[src/rtl/cmp_serial_pkg.sv]
// rtl/cmp_serial_pkg.sv - shared types and sizing helpers for the serial comparator sequencer.
package cmp_serial_pkg;

  localparam int CMP_WIDTH_DEFAULT = 6;

  typedef enum logic [1:0] {
    ST_IDLE  = 2'd0,
    ST_SHIFT = 2'd1,
    ST_DONE  = 2'd2
  } cmp_state_e;

  // Index width never drops below one bit, even for the minimum two-bit operand.
  function automatic int idx_width(input int width);
    return (width <= 2) ? 1 : $clog2(width);
  endfunction

endpackage

[src/rtl/cmp_bit_cell.sv]
// rtl/cmp_bit_cell.sv - single-bit XOR inequality cell shared across all bit positions.
module cmp_bit_cell (
  input  logic x,
  input  logic y,
  output logic ne
);

  assign ne = x ^ y;

endmodule

[src/rtl/cmp_serial_seq.sv]
// rtl/cmp_serial_seq.sv - MSB-first serial inequality compare with early exit on the first differing bit.
// Optional magnitude output a_gt_b is enabled by defining CMP_SERIAL_MAG_EN.
module cmp_serial_seq
  import cmp_serial_pkg::*;
#(
  parameter int WIDTH = CMP_WIDTH_DEFAULT,
  parameter int IDX_W = idx_width(WIDTH)
) (
  input  logic             clk,
  input  logic             rst,
  input  logic             start,
  input  logic [WIDTH-1:0] a,
  input  logic [WIDTH-1:0] b,
  output logic             busy,
  output logic             done,
  output logic             diff,
`ifdef CMP_SERIAL_MAG_EN
  output logic [IDX_W-1:0] diff_idx,
  output logic             a_gt_b
`else
  output logic [IDX_W-1:0] diff_idx
`endif
);

  localparam logic [1:0] S_IDLE  = ST_IDLE;
  localparam logic [1:0] S_SHIFT = ST_SHIFT;
  localparam logic [1:0] S_DONE  = ST_DONE;

  logic [1:0]       state_q, state_d;
  logic [WIDTH-1:0] a_q, a_d;
  logic [WIDTH-1:0] b_q, b_d;
  logic [IDX_W-1:0] cnt_q, cnt_d;
  logic             busy_q, busy_d;
  logic             done_q, done_d;
  logic             diff_q, diff_d;
  logic [IDX_W-1:0] idx_q, idx_d;
`ifdef CMP_SERIAL_MAG_EN
  logic             gt_q, gt_d;
`endif

  logic bit_a;
  logic bit_b;
  logic cell_ne;

  assign bit_a = a_q[cnt_q];
  assign bit_b = b_q[cnt_q];

  cmp_bit_cell u_cell (
    .x  (bit_a),
    .y  (bit_b),
    .ne (cell_ne)
  );

  always_comb begin
    state_d = state_q;
    a_d     = a_q;
    b_d     = b_q;
    cnt_d   = cnt_q;
    done_d  = 1'b0;
    diff_d  = diff_q;
    idx_d   = idx_q;
`ifdef CMP_SERIAL_MAG_EN
    gt_d    = gt_q;
`endif
    case (state_q)
      S_IDLE: begin
        if (start) begin
          a_d     = a;
          b_d     = b;
          cnt_d   = IDX_W'(WIDTH - 1);
          diff_d  = 1'b0;
          idx_d   = '0;
`ifdef CMP_SERIAL_MAG_EN
          gt_d    = 1'b0;
`endif
          state_d = S_SHIFT;
        end
      end
      S_SHIFT: begin
        // Mismatch wins over the last-bit check; the counter is never decremented past zero.
        if (cell_ne) begin
          diff_d  = 1'b1;
          idx_d   = cnt_q;
`ifdef CMP_SERIAL_MAG_EN
          gt_d    = bit_a;
`endif
          done_d  = 1'b1;
          state_d = S_DONE;
        end else if (cnt_q == '0) begin
          diff_d  = 1'b0;
          idx_d   = '0;
          done_d  = 1'b1;
          state_d = S_DONE;
        end else begin
          cnt_d   = cnt_q - 1'b1;
        end
      end
      S_DONE: begin
        state_d = S_IDLE;
      end
      default: begin
        state_d = S_IDLE;
      end
    endcase
    busy_d = (state_d != S_IDLE);
  end

  always_ff @(posedge clk) begin
    if (rst) begin
      state_q <= S_IDLE;
      a_q     <= '0;
      b_q     <= '0;
      cnt_q   <= '0;
      busy_q  <= 1'b0;
      done_q  <= 1'b0;
      diff_q  <= 1'b0;
      idx_q   <= '0;
`ifdef CMP_SERIAL_MAG_EN
      gt_q    <= 1'b0;
`endif
    end else begin
      state_q <= state_d;
      a_q     <= a_d;
      b_q     <= b_d;
      cnt_q   <= cnt_d;
      busy_q  <= busy_d;
      done_q  <= done_d;
      diff_q  <= diff_d;
      idx_q   <= idx_d;
`ifdef CMP_SERIAL_MAG_EN
      gt_q    <= gt_d;
`endif
    end
  end

  assign busy     = busy_q;
  assign done     = done_q;
  assign diff     = diff_q;
  assign diff_idx = idx_q;
`ifdef CMP_SERIAL_MAG_EN
  assign a_gt_b   = gt_q;
`endif

endmodule

[config.mk]
export PLATFORM = sky130hd
export DESIGN_NAME = cmp_serial_seq
export DESIGN_NICKNAME = d
export VERILOG_FILES = /design/src/rtl/cmp_serial_pkg.sv /design/src/rtl/cmp_bit_cell.sv /design/src/rtl/cmp_serial_seq.sv
export SDC_FILE = /design/constraint.sdc
export NUM_CORES = 1
export LEC_CHECK = 0
export ABC_AREA = 1
export CAP_MARGIN = 5
export CORE_MARGIN = 4
export CORE_UTILIZATION = 49
export DETAILED_ROUTE_END_ITERATION = 7
export PLACE_DENSITY = 0.84
export REMOVE_ABC_BUFFERS = 1
export SLEW_MARGIN = 15
export SYNTH_ARGS = -nofsm -noshare
export SYNTH_HDL_FRONTEND = slang
export SYNTH_SLANG_ARGS = --single-unit
[constraint.sdc]
create_clock -name clk -period 1.8 [get_ports clk]
set_input_delay 0.45 -clock clk [delete_from_list [all_inputs] [get_ports clk]]
set_output_delay 0.45 -clock clk [all_outputs]
set_load 0.05 [all_outputs]
==> metrics, run 1 <==
Slew headroom 81.83%; worst slack after detailed placement ~0.20 ns; fraction of the yosys area taken by sequential cells a little over two fifths; most frequent cells after synthesis nand2_1 (30), dfxtp_1 (23), nor2_1 (23); count of flip-flops with a built-in enable after synthesis 0; minimum clock period after layout 1.508 ns; cells on worst reg2reg path 11; antenna violations before repair 0; DRT Pass-1 Iters 4; input/output buffers 20; Post-Syn Instances between 150 and 200; clock transition at the register clock pins on the worst setup and hold paths after CTS 0.12 ns; top fanout value on the critical path 6; die boundary width 54.43 um; RSZ-0062 raised after global routing no; layout overhead on the synthesized area 24.41%; root cell of the clock tree clkbuf_4; met1 routing resource usage after global routing roughly 18%; post-detailed-route via-to-cell ratio 4.896; maximum frequency from static timing analysis 0.6630 GHz; CTS HTree Levels 1; drt total wl 2.077 mm; post-route setup TNS 0 ns; post-synthesis instance area 0.001056 mm2; number of placed I/O pins 21; Top Usage Layer GRT met2; floorplan row count 16; post-synthesis cell type with the largest combined area dfxtp_1; VDD IR max a little over 800 uV; vias in the first global route 951; TritonCTS buffer count 3; Antenna Diode Count 0; FF+latch count, synth 23; final number of hold-violating endpoints 0; Post-route DRC 0; floorplan die area just under 0.003 mm2; crit path capture cnt_q[0]; Initial DRC Count 13; Synthesis Warnings 0; Synth Flop Type dfxtp_1; height of the chip 54.43 um; most frequent cell after synthesis nand2_1; fraction of post-synthesis cell area in the top cell type by area between 40% and 50%; crit path from cnt_q[1]; vias after detailed routing 984; clock latency of the later-clocked register in the worst-skew pair 0.31 ns; fraction of final layout cells sized beyond drive strength 1 13.22%; maximum buffer depth of the clock tree 2; filler-free cell count of the finished design 201; kind of end point of the critical path register; final HPWL from detailed placement 1.677 mm; Fin Clk Skew 0.002401 ns; data arrival at the endpoint of the critical path 1.75 ns; register-to-register path setup slack 0.29 ns; number of hold buffers added after CTS 0; CP Data Required Time 2.05 ns; cell count after placement 197; power density normalized to cell area roughly 1500 mW/mm2; global route total overflow 0; reg-to-reg endpoint cnt_q[0]; number of maximum-capacitance violations 0; synth top area cells dfxtp_1 (44%), nand2_1 (11%), nor2_1 (8.2%), a21oi_1 (8.1%), inv_1 (7.1%); Final period util 83.79%; initial standard-cell utilization of the core roughly 53%; clock sink count 23; average cell area after synthesis 6.993 um2; Global Route met2 Usage 30.88%; total number of nets in the final design 192; slew at the pin with the worst max-slew slack 0.2716 ns; total global-route track usage 16.57%; result of the run completed; Slew Viols, Final 0; HP Class reg2reg; routed wire length per instance 10.33 um; crit path setup slack, layout roughly 0.29 ns; Detail Route Antenna Nets 0; proportion of register bits with asynchronous set or reset after synthesis 0%; kind of start point of the critical path register; FF-to-FF Start cnt_q[1]; global-route wire length before repair 3.643 mm; Pleak 0.0006136 uW; Setup Crit Path Kind reg2reg; setup violators final 0; largest net degree at the start of global routing 23; RD Place Congestion 0.9097; Core ar. 0.002002 mm2; routing usage on met3 2.452%; CTS tree done; synth unique cells 18
-- flip-flops by register name, indices dropped and copies added (netlist names) --
| name | count |
|---|---|
| a_q | 6 |
| b_q | 6 |
| cnt_q | 3 |
| diff_idx | 3 |
| state_q | 2 |
| busy | 1 |
| diff | 1 |
| done | 1 |
-- final cells by class --
cell class / count / area (um2)
Fill cell: 184 / 688.2
Multi-Input combinational cell: 102 / 484.2
Sequential cell: 23 / 461.7
Timing Repair Buffer: 23 / 220.2
Inverter: 22 / 87.58
Tap cell: 27 / 33.78
Clock buffer: 4 / 26.28
-- power breakdown --
part / internal (uW) / total, uW / switching (uW)
logic: 366 / 1040 / 672
clock network: 86.7 / 238 / 152
registers: 658 / 759 / 101
total: 1110 / 2040 / 925
-- critical path, cell delays in order (launching register included) --
cell and delay [ns]:
dfxtp_1 0.37, inv_2 0.12, nand2_1 0.10, nor3_2 0.20
inv_1 0.06, nand2_1 0.07, nand2_2 0.07, nand2_2 0.10
nand3_1 0.10, nand2_1 0.09, nor2_1 0.04, nor2_1 0.13
-- how the worst min path moves through the flow --
stage | from | end | slack, ns | cells after the start
finish | a_q[0] | a_q[0] | 0.46 | 2
global route | b_q[2] | b_q[2] | 0.49 | 2
CTS | a_q[0] | a_q[0] | 0.46 | 2
detailed placement | a_q[0] | a_q[0] | 0.45 | 2
global placement | b_q[0] | b_q[0] | 0.44 | 2
floorplan | a_q[1] | a_q[1] | 0.43 | 2
-- metal layers --
layer,share of wire (%),vias up
met1,43,442
met5,0,-
met2,51,16
met4,1.7,0
li1,-,521
met3,4.4,5
-- through the flow --
step | cell area (um2) | power (uW) | hold WS [ns] | utilization, %
after global placement | 1286 | 1758 | 0.4418 | 64.25
after detailed placement | 1286 | 1806 | 0.4462 | 64.25
final | 1314 | 2035 | 0.4584 | 65.63
after global routing | 1314 | 2218 | 0.4950 | 65.63
after floorplan | 1032 | 1521 | 0.4297 | -
after CTS | 1313 | 2040 | 0.4642 | 65.56
-- cell families after synthesis --
family	synth area share, %
buffers and inverters	10.54
AND/OR/NAND/NOR	28.32
flip-flops	43.60
adder cells (fa/ha/maj)	2.369
AO/OA/AOI/OAI	15.17
-- what timing repair did --
action / 4_1_cts / 5_1_grt
gates resized for setup: 0 / 1
setup endpoints to repair: 0 / 1
endpoints found under the hold margin: 0 / 0
buffers inserted: 0 / 0
-- layout by cell type (no fill, tap or decap) --
| cell | netlist | layout |
|---|---|---|
| nand2_1 | 30 | 30 |
| nor2_1 | 23 | 23 |
| dfxtp_1 | 23 | 22 |
| inv_1 | 20 | 20 |
| a21oi_1 | 17 | 17 |
| o21ai_0 | 14 | 14 |
| clkdlybuf4s50_1 | 0 | 14 |
| buf_4 | 0 | 8 |
| nand3_1 | 6 | 6 |
| nand2_2 | 4 | 4 |
| clkbuf_4 | 0 | 3 |
| nor3_2 | 2 | 2 |
| nand3_2 | 2 | 2 |
| ha_1 | 2 | 2 |
| inv_2 | 1 | 1 |
| inv_6 | 1 | 1 |
| nor3_1 | 1 | 1 |
| o21ai_1 | 1 | 1 |
| clkbuf_1 | 2 | 1 |
| dfxtp_2 | 0 | 1 |
| buf_12 | 0 | 1 |
Note: power is estimated with default switching activity, not from simulation.
==> run 2: changes to the inputs <==
Settings changed: CORE_ASPECT_RATIO from default to 0.6, CORE_UTILIZATION 49 to 45, PLACE_DENSITY 0.84 to 0.82.
Clock period 1.8 ns to 1.3 ns, I/O delays scaled along.
==> metrics, run 2 (same netlist as run 1, synthesis figures left out) <==
routed wire length per instance 14.81 um; input/output buffers 20; Final period util 122.4%; data arrival at the endpoint of the critical path 1.80 ns; most common cell after layout, fill and taps aside dfxtp_1; result of the run finished with violations; kind of end point of the critical path register; Power, Total 3933 uW; largest delay contributor family on the critical path simple AND/OR/NAND/NOR gates; Worst path max stage delay about 0.35 ns; Detail Route Antenna Nets 0; Core ar. 0.002196 mm2; root cell of the clock tree clkbuf_8; maximum frequency from static timing analysis 0.6284 GHz; TritonCTS buffer count 3; minimum clock period after layout 1.591 ns; Setup Crit Path Kind reg2reg; Pleak a little over 0.0007 uW; global route total overflow 0; HP Class reg2reg; global-route wire length before repair 4.664 mm; total global-route track usage 19.46%; fillcell total 152; CTS tree done; DRT Pass-1 Iters 4; ordered list of cells on the worst path buf_6 > clkinv_8 > nand2_1 > nand3_1 > nand2_2 > nand2_1 > nand2_1 > nand2_2 > nand2_4 > nand2_2 > nand2_4 > nand2_2 > a21oi_2; die boundary width 70.54 um; CTS HTree Levels 1; Initial DRC Count 93; slew at the pin with the worst max-slew slack about 0.35 ns; Top Usage Layer GRT met2; total number of nets in the final design 204; drt total wl 3.199 mm; Antenna Diode Count 0; critical-path cell with the highest stage delay dfxtp_2; CP Data Required Time 1.51 ns; clock sink count 23; RSZ-0062 raised after global routing yes; commonest cells after routing, fill and taps aside dfxtp_1 (22), nand2_1 (19), inv_1 (18), nor2_1 (18), clkdlybuf4s50_1 (14); fraction of the core area covered by cells at the end of the flow 76.01%; fraction of final layout cells sized beyond drive strength 1 36.02%; post-detailed-route via-to-cell ratio 5.343; met1 routing resource usage after global routing 23.63%; layout overhead on the synthesized area 58.06%; clock latency of the later-clocked register in the worst-skew pair 0.27 ns; number of placed I/O pins 21; VDD IR max between 1000 and 1500 uV; cell with the most instances on the worst path nand2_2; clock transition at the register clock pins on the worst setup and hold paths after CTS 0.08 ns; antenna violations before repair 0; floorplan row count 13; routing usage on met3 8.150%; Buf+Inv Stages, Crit Path 2; floorplan die area 0.003211 mm2; kind of start point of the critical path register; number of hold buffers added after CTS 0; final number of hold-violating endpoints 0; maximum buffer depth of the clock tree 2; area after detailed placement 0.001448 mm2; registers with the most flip-flops a_q: 6 flops, b_q: 6 flops; Slew headroom just under 80%; crit path setup slack, layout -0.2914 ns; largest net degree at the start of global routing 23; initial standard-cell utilization of the core between 40% and 50%; top fanout value on the critical path 7; power density normalized to cell area between 2000 and 2500 mW/mm2; combined flip-flop and latch cell area 461.7 um2; worst slack after detailed placement -0.2101 ns; final HPWL from detailed placement 2.089 mm; area of combinational cells with multiple inputs 635.6 um2; Global Route met2 Usage 32.16%; vias after detailed routing between 1000 and 1500; Final Instance Area 0.001669 mm2; vias in the first global route 1016; violations in the final reports negative setup slack; Fin Clk Skew 0.007602 ns; Slew Viols, Final 0; RD Place Congestion a little under 0.9; Post-route DRC 0; setup violators final 10; height of the chip 45.53 um; number of maximum-capacitance violations 0
run 2: layout make-up:
| class | count | area share [%] |
|---|---|---|
| Timing Repair Buffer | 35 | 23.54 |
| Clock inverter | 1 | 0.2999 |
| Inverter | 22 | 5.697 |
| Sequential cell | 23 | 27.66 |
| Multi-Input combinational cell | 102 | 38.08 |
| Clock buffer | 3 | 2.474 |
| Tap cell | 30 | 2.249 |
run 2: where the power goes:
group	internal, uW	total (uW)	leakage, uW	switching [uW]
combinational	974	2410	0.000506	1430
sequential	912	1080	0.000190	166
clock	214	447	0.0000255	232
total	2100	3930	0.000722	1830
run 2: worst min-delay path: stages (launching register included):
cell and delay, ns:
dfxtp_1 0.30, inv_1 0.07, a21oi_1 0.06
run 2: worst paths after layout:
| check | end | slack, ns | depth (start not counted) | from |
|---|---|---|---|---|
| setup / recovery | diff_idx[1] | -0.29 | 13 | cnt_q[0] |
| hold / removal | b_q[2] | 0.48 | 2 | b_q[2] |
| setup reg to reg | diff_idx[1] | -0.29 | 13 | cnt_q[0] |
| hold reg to reg | b_q[2] | 0.48 | 2 | b_q[2] |
run 2: timing repair:
action                     in CTS  in global routing
cloned                          0                  0
resized for setup              17                 31
pin swaps                      11                  8
setup endpoints to repair      10                 10
buffers inserted                1                  0
run 2: layer usage:
layer  routed length, um  share of wire, %  up-vias
li1                    -                 -      544
met3                 260               8.1       20
met4                 111               3.5        0
met2                1547                48       58
met1                1279                40      532
met5                   0                 0        -
run 2: stage by stage:
step / hold WS, ns / instances / TNS, ns
floorplan: 0.3941 / 147 / -0.6618
global placement: 0.4420 / 211 / -1.545
detailed placement: 0.4430 / 211 / -3.097
CTS: 0.4559 / 216 / -1.214
global route: 0.4953 / 216 / -3.528
finish: 0.4753 / 216 / -2.336
==> run 3: changes to the inputs <==
Settings changed: MAX_ROUTING_LAYER from default to met4.
==> metrics, run 3 (same netlist as run 1, synthesis figures left out) <==
result of the run finished with violations; violations in the final reports negative setup slack; largest net degree at the start of global routing 23; clock transition at the register clock pins on the worst setup and hold paths after CTS roughly 0.08 ns; Fin Clk Skew 0.005288 ns; post-detailed-route via-to-cell ratio 5.511; kind of start point of the critical path register; Final period util 128.7%; setup violators final 10; final number of hold-violating endpoints 0; reg-to-reg endpoint cnt_q[0]; global route total overflow 0; startpoint of the most critical hold path b_q[2]; final HPWL from detailed placement 2.089 mm; clock sink count 23; endpoint with the worst hold slack b_q[2]; number of hold buffers added after CTS 0; HP Class reg2reg; ordered list of cells on the worst path buf_6 > clkinv_8 > nand2_1 > nand3_1 > nand2_2 > nand2_1 > nand2_1 > nand2_2 > nand2_4 > nand3_2 > o21ai_1 > nor2_1; vias in the first global route 1012; initial standard-cell utilization of the core 48.09%; CTS HTree Levels 1; RD Place Congestion 0.9093; Antenna Diode Count 0; crit path setup slack, layout -0.3728 ns; Slew Viols, Final 0; CP Data Required Time 1.46 ns; Core ar. roughly 0.0022 mm2; Post-route DRC 0; DRT Pass-1 Iters 6; VDD IR max roughly 1300 uV; final-layout worst hold slack 0.4779 ns; FF-to-FF Start cnt_q[0]; Detail Route Antenna Nets 0; CTS tree done; depth of the worst hold-timing path 2; clock latency of the later-clocked register in the worst-skew pair 0.27 ns; antenna violations before repair 0; power density normalized to cell area 2384 mW/mm2; input/output buffers 20; drt total wl about 3.5 mm; top fanout value on the critical path 7; commonest cells after routing, fill and taps aside dfxtp_1 (22), nand2_1 (19), inv_1 (18), nor2_1 (18), buf_4 (15); cell count after placement 211; total global-route track usage 20.02%; filler-free cell count of the finished design 219; RSZ-0062 raised after global routing yes; post-route setup TNS -2.960 ns; height of the chip 45.53 um; layout overhead on the synthesized area 60.19%; Pleak 0.0007347 uW; kind of end point of the critical path register; maximum buffer depth of the clock tree 2; Initial DRC Count approximately 130; Worst path max stage delay approximately 0.35 ns; data arrival at the endpoint of the critical path 1.83 ns; routed wire length per instance 15.96 um; total number of nets in the final design 207; maximum frequency from static timing analysis between 0.5 and 0.6 GHz; Setup Crit Path Kind reg2reg; floorplan row count 13; TritonCTS buffer count 3; minimum clock period after layout 1.673 ns; global-route wire length before repair 4.664 mm; number of placed I/O pins 21; vias after detailed routing 1207; root cell of the clock tree clkbuf_8; floorplan die area 0.003211 mm2; cells on worst reg2reg path 12; most common cell after layout, fill and taps aside dfxtp_1; cell with the most instances on the worst path nand2_1; fraction of final layout cells sized beyond drive strength 1 37.04%; die boundary width 70.54 um; registers with the most flip-flops a_q: 6 flops, b_q: 6 flops; Slew headroom between 70 and 80%; critical-path cell with the highest stage delay dfxtp_2; slew at the pin with the worst max-slew slack 0.3601 ns; register-to-register path setup slack -0.37 ns; number of maximum-capacitance violations 0
==> run 3: cell count changes in the layout (fill, tap and decap cells not counted), sizes merged <==
cell | before | now
buf | 21 | 24
==> run 3: worst max-delay path by stage <==
| stage | start | to | depth (start not counted) |
|---|---|---|---|
| floorplan | cnt_q[0] | cnt_q[2] | 9 |
| global placement | start | a_q[5] | 5 |
| detailed placement | start | b_q[3] | 5 |
| CTS | cnt_q[0] | diff_idx[1] | 11 |
| global route | cnt_q[0] | cnt_q[0] | 13 |
| finish | cnt_q[0] | cnt_q[0] | 12 |
==> run 3: layer usage <==
metal  vias to the layer above  track usage (%)  wire (um)
li1                        554                -          -
met1                       567            23.36       1416
met2                        66            32.34       1666
met3                        20            8.150        296
met4                         0            5.993        117
met5                         -                -          0
==> run 3: critical path: cells and delay by family (launching register included) <==
| family | cells | cell delay (ns) |
|---|---|---|
| simple gates | 9 | 0.84 |
| compound gates | 1 | 0.16 |
| buf+inv | 2 | 0.21 |
| flops | 1 | 0.35 |
==> run 3: power breakdown <==
group / internal (uW) / switching, uW
Sequential: 912 / 167
Combinational: 1000 / 1500
Clock: 214 / 232
Total: 2130 / 1900
==> run 3: through the flow <==
step                      setup WS [ns]  utilization, %  instance area (um2)  total power [uW]
after CTS                       -0.1602           70.43                 1546              3435
after floorplan                -0.09763               -                 1032              2106
after detailed placement        -0.2101           65.93                 1448              2837
final                           -0.3728           77.04                 1692              4033
after global routing            -0.5182           77.04                 1692              4255
after global placement          -0.1090           65.93                 1448              2750
==> run 3: repair_timing <==
item | 4_1_cts | 5_1_grt
pin swaps | 11 | 8
gates resized for setup | 17 | 31
endpoints found under the setup margin | 10 | 10
setup buffers | 1 | 3
==> run 3: layout make-up <==
| class | count | area, um2 |
|---|---|---|
| tap | 30 | 37.54 |
| multi-input combinational | 102 | 635.6 |
| inverter | 22 | 95.09 |
| clock buffer | 3 | 41.29 |
| sequential | 23 | 461.7 |
| timing repair buffer | 38 | 415.4 |
| clock inverter | 1 | 5.005 |
| fill | 148 | 504.2 |
==> RTL edit 1 (flow settings as in run 2) <==
The output `busy` loses its register stage (`busy_q` becomes a continuous assignment).
--- a/src/rtl/cmp_serial_seq.sv
+++ b/src/rtl/cmp_serial_seq.sv
@@ -112,5 +112,4 @@
       b_q     <= '0;
       cnt_q   <= '0;
-      busy_q  <= 1'b0;
       done_q  <= 1'b0;
       diff_q  <= 1'b0;
@@ -124,5 +123,4 @@
       b_q     <= b_d;
       cnt_q   <= cnt_d;
-      busy_q  <= busy_d;
       done_q  <= done_d;
       diff_q  <= diff_d;
@@ -133,4 +131,6 @@
     end
   end
+
+  assign busy_q = busy_d;
 
   assign busy     = busy_q;
Behaviour: not the same (Yosys sat finds a counterexample within 4 cycles, from zero or initial values and one cycle with rst high).
==> RTL edit 1 against run 2 <==
The run still ends with setup timing left. Via count grew 2.2%. Fmax is 3.8% lower. Synthesized area shrank 0.71%. Sequential cell count is 1 lower. Clock power is 43% higher. First-iteration DRC count shrank 4.3%. Cell area rose by 2.5%. Worst setup slack lost 0.063 ns. Critical endpoint is now cnt_q[0]. Worst hold slack worse by 0.015 ns. Non-clock buffer count rose by 2. Wire length up 6.2%. Total power increased by 10%. Global-route usage up 1.3 points.
==> RTL edit 1: results (changes against run 2) <==
Status
  – Outcome: finished, violations left
  – Failing checks: setup timing

Placement
  – Hpwl dp: 2063 um (-1.2%)
  – GP Congestion: 0.7988 (-11%)

Route
  – Pre-antenna DRT Iters: 5 (+1)
  – Via count: 1179 (+2.2%)

Pwr
  – Clk. pwr: 639 uW (+43%)
  – VDD IR-drop max: 0.9761 mV (-26%)
  – Sw frac: 45.85% (-0.74 points)
  – Int Pwr: 2.351 mW (+12%)

Layout
  – Proportion of layout cells with a drive suffix above 1: 38.62% (+2.6 points)
  – Multi-In Gates: 100 (-2.0%)
  – Seq/total area: 26.17% (-1.5 points)
  – Layout fillers: 147 (-3.3%)
  – Area of the multi-input gates: 648.1 um^2 (+2.0%)
  – Non-clock inverters: 26 (+18%)
  – Final core occ: 77.95% (+1.9 points)

Timing
  – Setup ws final: -0.3545 ns (-0.06306 ns)
  – Layout Skew: 0.005016 ns (-0.002585 ns)
  – Post-route setup TNS: -2.394 ns (-0.05834 ns)
  – Final setup vio count: 11 (+1)

Critical path
  – CP max FO: 8 (+1)
  – Worst path slowest cell: dfxtp_4
  – Slowest stage delay, CP: 0.40 ns (+0.05 ns)

GRT
  – Largest net degree at the start of global routing: 18 (-22%)
  – Gr usage total: 20.73% (+1.3 points)
  – First-pass GRT wire length: 4919 um (+5.5%)

Yosys
  – Register area share after synthesis: 42.00% (-1.6 points)
  – Synth cell types: 20 (+2)
  – Top cells by count, synth: inv_1 (23), nand2_1 (23), dfxtp_1 (22), nor2_1 (22), a21oi_1 (15)

Hold path
  – Min-delay src: b_q[1]
  – WHS Endpoint: b_q[1]

Clock tree
  – Total of cells resized after clock tree synthesis: 37 (+20)
==> RTL edit 1: cell types whose count changed after synthesis, moves of 2 or more <==
cell,before,now
nand3_2,2,0
nand3_1,6,8
inv_1,20,23
nor3_2,2,0
nand4_1,0,5
nand2_1,30,23
o21ai_0,14,12
a21oi_1,17,15
==> RTL edit 1: routing by layer <==
layer	vias up	track usage, %	share of wire (%)
li1	557	-	-
met1	535	20.86	38
met2	67	38.48	49
met3	20	7.048	8.1
met4	0	12.60	4.7
met5	-	0	0
==> RTL edit 1: cells by family after synthesis <==
kind of cell    Yosys count  share of synthesized area [%]
fa+ha+maj                 2                          2.386
buf+inv                  28                          10.02
flops                    22                          42.00
compound gates           29                          14.08
xor+xnor                  1                         0.8355
simple gates             68                          30.67
==> RTL edit 2 (flow settings as in run 2) <==
Without the edit above. The option `CMP_SERIAL_MAG_EN` is turned on by a define.
--- a/src/rtl/cmp_serial_seq.sv
+++ b/src/rtl/cmp_serial_seq.sv
@@ -1,4 +1,6 @@
 // rtl/cmp_serial_seq.sv - MSB-first serial inequality compare with early exit on the first differing bit.
 // Optional magnitude output a_gt_b is enabled by defining CMP_SERIAL_MAG_EN.
+`define CMP_SERIAL_MAG_EN
+
 module cmp_serial_seq
   import cmp_serial_pkg::*;
Behaviour (old outputs only; new: a_gt_b): unchanged (Yosys induction, for registers that start in step).
==> RTL edit 2 against run 2 <==
The flow still finishes with violations (setup timing). Wire length rose by 15%. Worst setup slack got worse by 0.16 ns. First-iteration DRC count rose by 18%. Die area rose by 4.9%. Global-route usage rose by 0.59 points. Synthesized area rose by 5.7%. Core utilization rose by 1.4 points. Cell area rose by 4.9%. Total power rose by 16%. Sequential cell count rose by 1. Non-clock buffer count rose by 3. Final cell count rose by 2.8%. Critical path type unchanged.
==> RTL edit 2: results (changes against run 2) <==
Pwr
  – LEAKAGE: 0.7609 nW (+5.4%)
  – Seq group: 1.17 mW (+8%)

Route
  – WL met2: 1695 um (+9.6%)
  – Mean number of vias per cell: 5.459 (+2.2%)
  – Initial DRC count: 110 (+18%)
  – WL final: 3667 um (+15%)

Layout
  – Multi-input combinational area share: 35.31% (-2.8 points)
  – Proportion of layout cells with a drive suffix above 1: 34.90% (-1.1 points)
  – Clock buffers and inverters, area share: 3.145% (+0.37 points)
  – Multi-In Gates: 104 (+2.0%)

GRT
  – Gr usage total: 20.05% (+0.59 points)
  – Largest net degree at the start of global routing: 29 (+26%)
  – Vias in the first global route: 1079 (+6.2%)
  – First-pass GRT wire length: 4947 um (+6.1%)
  – Grt met3 use: 5.011% (-3.1 points)

Timing
  – Layout Skew: 0.001900 ns (-0.005702 ns)
  – Worst Max-Slew Pin Slew: 0.2245 ns (-0.1208 ns)
  – Setup ws final: -0.4470 ns (-0.1556 ns)
  – Post-route setup TNS: -4.157 ns (-1.822 ns)
  – Final setup vio count: 12 (+2)

Yosys
  – Compound-Gate Fraction of Synth Area: 14.57% (-0.59 points)
  – Largest cells by area after synthesis: dfxtp_1 (43%), nand2_1 (11%), a21oi_1 (7.2%)
  – Top cells by count, synth: nand2_1 (32), dfxtp_1 (24), inv_1 (18), nor2_1 (18), a21oi_1 (16)
  – Register area share after synthesis: 43.05% (-0.55 points)
  – Synth cell types: 19 (+1)
  – Adder-Cell Fraction of Synth Area: 2.242% (-0.13 points)

Status
  – Outcome: finished, violations left
  – Failing checks: setup timing

Critical path
  – Critical Path AT: 1.94 ns (+0.14 ns)

Placement
  – Post-Place Setup Slack: -0.2508 ns (-0.04064 ns)
  – IO Port Bufs: 21 (+5.0%)
  – DP Cell Count: 212 (+0.47%)
  – Hpwl dp: 2148 um (+2.8%)

Clock tree
  – CTS Sinks: 24 (+4.3%)

Die
  – Die width: 72.30 um (+2.5%)
RTL edit 2: timing repair:
action / in CTS / in global routing
gates resized for setup: 24 / 13
buffers inserted: 3 / 2
endpoints found under the setup margin: 12 / 12
pin swaps: 7 / 9
gates cloned: 1 / 0
RTL edit 2: worst max-delay path: stages (launching register included):
cell and delay [ns]:
dfxtp_4 0.39, buf_12 0.13, clkinv_8 0.07, nand2_2 0.08, nand3_2 0.07, nand2_2 0.11, a21oi_2 0.08, buf_4 0.14
nand2_2 0.05, nand3_2 0.09, nand2_2 0.12, nand3_1 0.11, a21oi_1 0.21
RTL edit 2: worst paths after layout:
path | from | slack (ns) | depth (start not counted) | end
setup / recovery | cnt_q[0] | -0.45 | 12 | diff
hold reg to reg | b_q[3] | 0.46 | 2 | b_q[3]
setup reg to reg | cnt_q[0] | -0.45 | 12 | diff
hold / removal | b_q[3] | 0.46 | 2 | b_q[3]
